$ cat src/rtl/lsu_port_if.sv
// Request, response and memory-side signals shared between the core, lsu_port and the memory.
interface lsu_port_if;
    logic        req_valid;
    logic        req_ready;
    logic        req_we;
    logic [2:0]  req_funct3;
    logic [31:0] req_addr;
    logic [31:0] req_wdata;
    logic        resp_valid;
    logic [31:0] resp_rdata;
    logic        resp_err;
    logic [31:0] mem_addr;
    logic        mem_wen;
    logic [31:0] mem_wdata;
    logic [31:0] mem_rdata;

    // Core and memory side: drives requests and the read word.
    modport master (
        output req_valid, req_we, req_funct3, req_addr, req_wdata, mem_rdata,
        input  req_ready, resp_valid, resp_rdata, resp_err, mem_addr, mem_wen, mem_wdata
    );

    // lsu_port side.
    modport slave (
        input  req_valid, req_we, req_funct3, req_addr, req_wdata, mem_rdata,
        output req_ready, resp_valid, resp_rdata, resp_err, mem_addr, mem_wen, mem_wdata
    );
endinterface

$ cat src/rtl/lsu_port.sv
// Single-outstanding RV32I load/store port onto a word-wide memory.
// Sub-word stores are done as read-modify-write; all outputs are registered.
module lsu_port #(
    parameter int unsigned MEM_BYTES = 64
) (
    input  logic       clk,
    input  logic       rst,
    lsu_port_if.slave  bus
);
    // Aligned word addresses at or above this limit fall outside the memory.
    localparam logic [31:0] ADDR_LIMIT = 32'(MEM_BYTES - 3);

    typedef enum logic [1:0] {StIdle, StRd, StWr, StResp} state_t;

    state_t      state;
    logic        cur_we;
    logic [2:0]  cur_funct3;
    logic [1:0]  cur_lane;
    logic [15:0] cur_wdata;

    logic [31:0] req_aligned;
    logic        f3_ok;
    logic        align_ok;
    logic        req_err;
    logic [31:0] le;
    logic [7:0]  lane_b;
    logic [15:0] lane_h;
    logic [31:0] load_val;
    logic [31:0] merge_val;

    // Legality of the request presented at the port.
    always_comb begin
        req_aligned = {bus.req_addr[31:2], 2'b00};
        if (bus.req_we) begin
            f3_ok = bus.req_funct3 inside {3'b000, 3'b001, 3'b010};
        end else begin
            f3_ok = bus.req_funct3 inside {3'b000, 3'b001, 3'b010, 3'b100, 3'b101};
        end
        align_ok = 1'b1;
        if (bus.req_funct3[1:0] == 2'b01) begin
            align_ok = ~bus.req_addr[0];
        end else if (bus.req_funct3[1:0] == 2'b10) begin
            align_ok = (bus.req_addr[1:0] == 2'b00);
        end
        req_err = !(f3_ok && align_ok && (req_aligned < ADDR_LIMIT));
    end

    // Load extraction and store merge on the little-endian view of the read word.
    always_comb begin
        // Memory presents the lowest-addressed byte in the top lane.
        le     = {bus.mem_rdata[7:0], bus.mem_rdata[15:8],
                  bus.mem_rdata[23:16], bus.mem_rdata[31:24]};
        lane_b = le[{cur_lane, 3'b000} +: 8];
        lane_h = le[{cur_lane[1], 4'b0000} +: 16];
        case (cur_funct3)
            3'b000:  load_val = {{24{lane_b[7]}}, lane_b};
            3'b001:  load_val = {{16{lane_h[15]}}, lane_h};
            3'b100:  load_val = {24'h0, lane_b};
            3'b101:  load_val = {16'h0, lane_h};
            default: load_val = le;
        endcase
        merge_val = le;
        if (cur_funct3[1:0] == 2'b00) begin
            merge_val[{cur_lane, 3'b000} +: 8] = cur_wdata[7:0];
        end else begin
            merge_val[{cur_lane[1], 4'b0000} +: 16] = cur_wdata;
        end
    end

    // Control FSM with registered handshake, response and memory outputs.
    always_ff @(posedge clk or posedge rst) begin
        if (rst) begin
            state          <= StIdle;
            cur_we         <= 1'b0;
            cur_funct3     <= 3'b000;
            cur_lane       <= 2'b00;
            cur_wdata      <= 16'h0;
            bus.req_ready  <= 1'b1;
            bus.resp_valid <= 1'b0;
            bus.resp_rdata <= 32'h0;
            bus.resp_err   <= 1'b0;
            bus.mem_addr   <= 32'h0;
            bus.mem_wen    <= 1'b0;
            bus.mem_wdata  <= 32'h0;
        end else begin
            bus.resp_valid <= 1'b0;
            bus.mem_wen    <= 1'b0;
            unique case (state)
                StIdle: begin
                    if (bus.req_valid && bus.req_ready) begin
                        cur_we        <= bus.req_we;
                        cur_funct3    <= bus.req_funct3;
                        cur_lane      <= bus.req_addr[1:0];
                        cur_wdata     <= bus.req_wdata[15:0];
                        bus.req_ready <= 1'b0;
                        if (req_err) begin
                            state          <= StResp;
                            bus.resp_valid <= 1'b1;
                            bus.resp_err   <= 1'b1;
                            bus.resp_rdata <= 32'h0;
                        end else if (bus.req_we && bus.req_funct3 == 3'b010) begin
                            state         <= StWr;
                            bus.mem_wen   <= 1'b1;
                            bus.mem_addr  <= req_aligned;
                            bus.mem_wdata <= bus.req_wdata;
                        end else begin
                            // Loads and sub-word stores both read the word first.
                            state        <= StRd;
                            bus.mem_addr <= req_aligned;
                        end
                    end
                end
                StRd: begin
                    if (cur_we) begin
                        state         <= StWr;
                        bus.mem_wen   <= 1'b1;
                        bus.mem_wdata <= merge_val;
                    end else begin
                        state          <= StResp;
                        bus.resp_valid <= 1'b1;
                        bus.resp_err   <= 1'b0;
                        bus.resp_rdata <= load_val;
                        bus.mem_addr   <= 32'h0;
                    end
                end
                StWr: begin
                    state          <= StResp;
                    bus.resp_valid <= 1'b1;
                    bus.resp_err   <= 1'b0;
                    bus.resp_rdata <= 32'h0;
                    bus.mem_addr   <= 32'h0;
                    bus.mem_wdata  <= 32'h0;
                end
                StResp: begin
                    state         <= StIdle;
                    bus.req_ready <= 1'b1;
                end
            endcase
        end
    end
endmodule

$ cat src/flat_wrapper.sv
// flat-port wrapper written by rule: the top's interface ports become plain ports
module lsu_port_flat 
#(
    parameter int unsigned MEM_BYTES = 64
)
  (clk, rst, bus_req_valid, bus_req_we, bus_req_funct3, bus_req_addr, bus_req_wdata, bus_mem_rdata, bus_req_ready, bus_resp_valid, bus_resp_rdata, bus_resp_err, bus_mem_addr, bus_mem_wen, bus_mem_wdata);
  lsu_port_if bus_i ();
  input  logic clk;
  input  logic rst;
  input wire logic [$bits(bus_i.req_valid)-1:0] bus_req_valid;
  input wire logic [$bits(bus_i.req_we)-1:0] bus_req_we;
  input wire logic [$bits(bus_i.req_funct3)-1:0] bus_req_funct3;
  input wire logic [$bits(bus_i.req_addr)-1:0] bus_req_addr;
  input wire logic [$bits(bus_i.req_wdata)-1:0] bus_req_wdata;
  input wire logic [$bits(bus_i.mem_rdata)-1:0] bus_mem_rdata;
  output wire logic [$bits(bus_i.req_ready)-1:0] bus_req_ready;
  output wire logic [$bits(bus_i.resp_valid)-1:0] bus_resp_valid;
  output wire logic [$bits(bus_i.resp_rdata)-1:0] bus_resp_rdata;
  output wire logic [$bits(bus_i.resp_err)-1:0] bus_resp_err;
  output wire logic [$bits(bus_i.mem_addr)-1:0] bus_mem_addr;
  output wire logic [$bits(bus_i.mem_wen)-1:0] bus_mem_wen;
  output wire logic [$bits(bus_i.mem_wdata)-1:0] bus_mem_wdata;
  assign bus_i.req_valid = bus_req_valid;
  assign bus_i.req_we = bus_req_we;
  assign bus_i.req_funct3 = bus_req_funct3;
  assign bus_i.req_addr = bus_req_addr;
  assign bus_i.req_wdata = bus_req_wdata;
  assign bus_i.mem_rdata = bus_mem_rdata;
  assign bus_req_ready = bus_i.req_ready;
  assign bus_resp_valid = bus_i.resp_valid;
  assign bus_resp_rdata = bus_i.resp_rdata;
  assign bus_resp_err = bus_i.resp_err;
  assign bus_mem_addr = bus_i.mem_addr;
  assign bus_mem_wen = bus_i.mem_wen;
  assign bus_mem_wdata = bus_i.mem_wdata;
  lsu_port #(.MEM_BYTES(MEM_BYTES)) u_core (.clk(clk), .rst(rst), .bus(bus_i));
endmodule
$ cat config.mk
export PLATFORM = sky130hd
export DESIGN_NAME = lsu_port_flat
export DESIGN_NICKNAME = d
export VERILOG_FILES = /design/src/rtl/lsu_port_if.sv /design/src/rtl/lsu_port.sv /design/src/flat_wrapper.sv
export SDC_FILE = /design/constraint.sdc
export NUM_CORES = 1
export LEC_CHECK = 0
export ABC_AREA = 1
export CORE_MARGIN = 2
export CORE_UTILIZATION = 45
export CTS_BUF_LIST = sky130_fd_sc_hd__clkbuf_8 sky130_fd_sc_hd__clkbuf_16
export DETAILED_ROUTE_END_ITERATION = 16
export HOLD_SLACK_MARGIN = 0.12
export PLACE_DENSITY = 0.81
export SLEW_MARGIN = 25
export SYNTH_ARGS = -nofsm -noshare
export SYNTH_HDL_FRONTEND = slang
export SYNTH_SLANG_ARGS = --single-unit
$ cat constraint.sdc
create_clock -name clk -period 11.3 [get_ports clk]
set_clock_uncertainty 0.1 [all_clocks]
set_input_delay 2.26 -clock clk [delete_from_list [all_inputs] [get_ports clk]]
set_output_delay 2.26 -clock clk [all_outputs]
set_load 0.03 [all_outputs]
==> flow_summary.yaml <==
floorplan:
  start_util_pct: 46.1
  num_rows: 47
  core-area_mm2: 0.0166
  die-height_um: 134
  die_w_um: 134
  die-area_mm2: 0.0180
  boundaryPins: 203
drt:
  dr.pass1.iters: 7
  route.met2.wl_um: 11500
  wl_um: 24700
  post-route-drc-count: 0
  top_layer_used: "met4"
  vias_per_cell: 5.46
  drt-met1-wl_um: 10400
  drt_first_iter_violations: 866
  dr_wl_met3_um: 1850
  route.vias.total: 8287
  ant_nets: 0
  wl_per_cell_um: 16.3
layout:
  fin_area_mm2: 0.0101
  multi_input_area_mm2: 0.00388
  fin_util_pct: 61.1
  nets: 1397
  seq_area_mm2: 0.00306
  antenna_cells: 0
  layout-drive-gt1-share_pct: 4.86
  area_delta_synth_final_pct: 32.7
  n_fill_cell: 1506
logic_synthesis:
  synthDistinctLibCells: 30
  synth_ff_type: "dfrtp_1"
  ys_seq_elements: 122
  synth_top_area_cell: "dfrtp_1"
  synth_edf_count: 0
  synth_top_area_share_pct: 39.6
  postSynthAreaPerCell_um2: 6.72
  ys_warn_count: 0
  ys_seq_area_share_pct: 40.0
  ys_async_sr_fraction_pct: 100
  synth_cells: 1136
  syn_area_mm2: 0.00764
  yosys-top-cells-area: "dfrtp_1 (40%), nand2_1 (21%), nand3_1 (11%)"
placed_design:
  gp_congestion: 0.934
  dpl_cell_area_mm2: 0.00955
  dp_hpwl_um: 17400
  numPortBuffers: 200
sta:
  final_hold_viol_count: 0
  setup_violations: 0
  tns_ns: 0
  max_clock_freq_mhz: 210
  fin_crit_sh_pct: 42.1
  hold_ws_ns: 0.369
  drv_slew: 0
  min_period_ns: 4.76
  slew_headroom_pct: 32.0
  rsz0062_at_grt: "false"
  worst_slew_pin_slew_ns: 1.02
power_and_ir_drop:
  power_mw: 3.19
  vdd_drop_max_uv: 247
  power-per-cell-area_mw_per_mm2: 315
  leakagePower_nw: 4.96
setup_path:
  end_kind: "flip-flop"
  path_class: "primary input to flip-flop"
  crit_fanout: 35
  crit_arrival_ns: 4.98
  start_kind: "primary input"
  cp.required_ns: 11.51
grt:
  grt_pass1_wl_um: 39300
  track_usage_pct: 27.6
  overflow: 0
  grt_max_degree: 81
  grt_pass1_vias: 7476
  antenna_found_initial: 0
hold_path:
  hold_class: "flip-flop to flip-flop"
clock_tree:
  cts.sinks: 122
  cts_tree: "built"
  root_buffer: "clkbuf_16"
  cts_resized: 0
  worst_skew_pair.late_latency_ns: 0.44
  postCtsSetupRepairBufs: 0
  cts_max_level: 4
  cts_hold_buffers: 0
  clk_pin_slew_worst_paths_ns: 0.05
  clk_path_buf_depth: 2
  cts_buffers: 17
run:
  maxCapViolCount: 0
outcome:
  outcome: "completed"
## power by group
part / switching [mW] / total (mW) / internal (mW)
combinational: 1.30 / 1.91 / 0.615
clock: 0.206 / 0.539 / 0.332
sequential: 0.121 / 0.740 / 0.619
## final cells by class
cell class                      instances  share of cell area (%)
Clock buffer                           19                    4.47
Clock inverter                         12                    1.23
Inverter                               77                    2.88
Multi-Input combinational cell        861                    38.3
Sequential cell                       122                    30.1
Tap cell                              220                    2.72
Timing Repair Buffer                  206                    20.3
## placed cells by master (no fill, tap or decap), types with 4 or more instances in the layout
| cell | n |
|---|---|
| nand2_1 | 428 |
| a21oi_1 | 65 |
| clkdlybuf4s50_1 | 200 |
| nand4_1 | 9 |
| nor2_2 | 4 |
| nand2_2 | 8 |
| nand3_1 | 162 |
| ha_1 | 7 |
| nor2_1 | 73 |
| buf_4 | 4 |
| o211ai_1 | 15 |
| inv_1 | 74 |
| dfrtp_1 | 120 |
| clkinvlp_4 | 5 |
| clkbuf_16 | 17 |
| o21ai_0 | 76 |
## per-layer routing
layer	GRT usage, %	vias to the layer above
met5	0	-
met1	37.4	3818
li1	-	3954
met3	5.25	78
met2	43.5	437
met4	11.5	0
## flip-flops by register name, summed over array words and instances, names as in the netlist
name                   count
u_core.cur_we              1
u_core.bus.mem_addr       30
u_core.state               2
u_core.bus.mem_wdata      32
u_core.cur_wdata          16
u_core.bus.mem_wen         1
u_core.bus.resp_err        1
u_core.bus.resp_rdata     32
u_core.cur_lane            2
u_core.cur_funct3          3
u_core.bus.resp_valid      1
u_core.bus.req_ready       1
## final timing paths
check                                                      start                                    end  slack [ns]  depth (start not counted)
setup reg to reg                  u_core.cur_lane[1]$_DFFE_PP0P_    u_core.bus.mem_wdata[4]$_DFFE_PP0P_        8.17                         10
setup / recovery                                   bus_req_valid    u_core.bus.mem_addr[15]$_DFFE_PP0P_        6.54                          9
min in group asynchronous                                    rst     u_core.bus.mem_addr[3]$_DFFE_PP0P_        2.13                          2
hold reg to reg            u_core.bus.resp_rdata[30]$_DFFE_PP0P_  u_core.bus.resp_rdata[30]$_DFFE_PP0P_        0.37                          2
hold / removal             u_core.bus.resp_rdata[30]$_DFFE_PP0P_  u_core.bus.resp_rdata[30]$_DFFE_PP0P_        0.37                          2
max in group asynchronous                                    rst         u_core.cur_lane[1]$_DFFE_PP0P_        7.80                          3
## cell families (layout without fill, tap and decap cells)
family	Yosys count	count (layout)	share of synthesized area, %
AOI/OAI and AO/OA	160	160	11.1
and+or+nand+nor	690	690	37.8
adders and majority gates	9	9	1.47
other	1	2	0.0491
DFF	122	122	40.0
buffers and inverters	154	314	9.65
## per-stage QoR
stage | std cells | worst slack, ns
4_1_cts | 1517 | 6.57
3_5_place_dp | 1486 | 6.15
5_1_grt | 1517 | 6.33
6_report | 1517 | 6.54
3_3_place_gp | 1485 | 6.23
2_1_floorplan | 1137 | 5.70
## Yosys cell counts, types with 3 or more instances
master	n
nand3_1	162
clkbuf_1	23
buf_4	16
inv_1	74
dfrtp_1	121
buf_2	25
a21oi_1	65
buf_1	4
nand2_1	428
o21ai_0	76
nor2_1	74
nand4_1	9
o211ai_1	15
nor2_2	3
buf_6	9
nand2_2	8
ha_1	9
## critical path, cell delays in order
cell and delay [ns]:
clkdlybuf4s50_1 0.45, nand2_1 0.09, nand2_1 0.11, nand2_1 0.14
a21oi_4 0.76, buf_4 0.46, nand2_2 0.42, nand2_1 0.19
nand2_1 0.08
No activity file was read; power rests on OpenSTA's default activity.
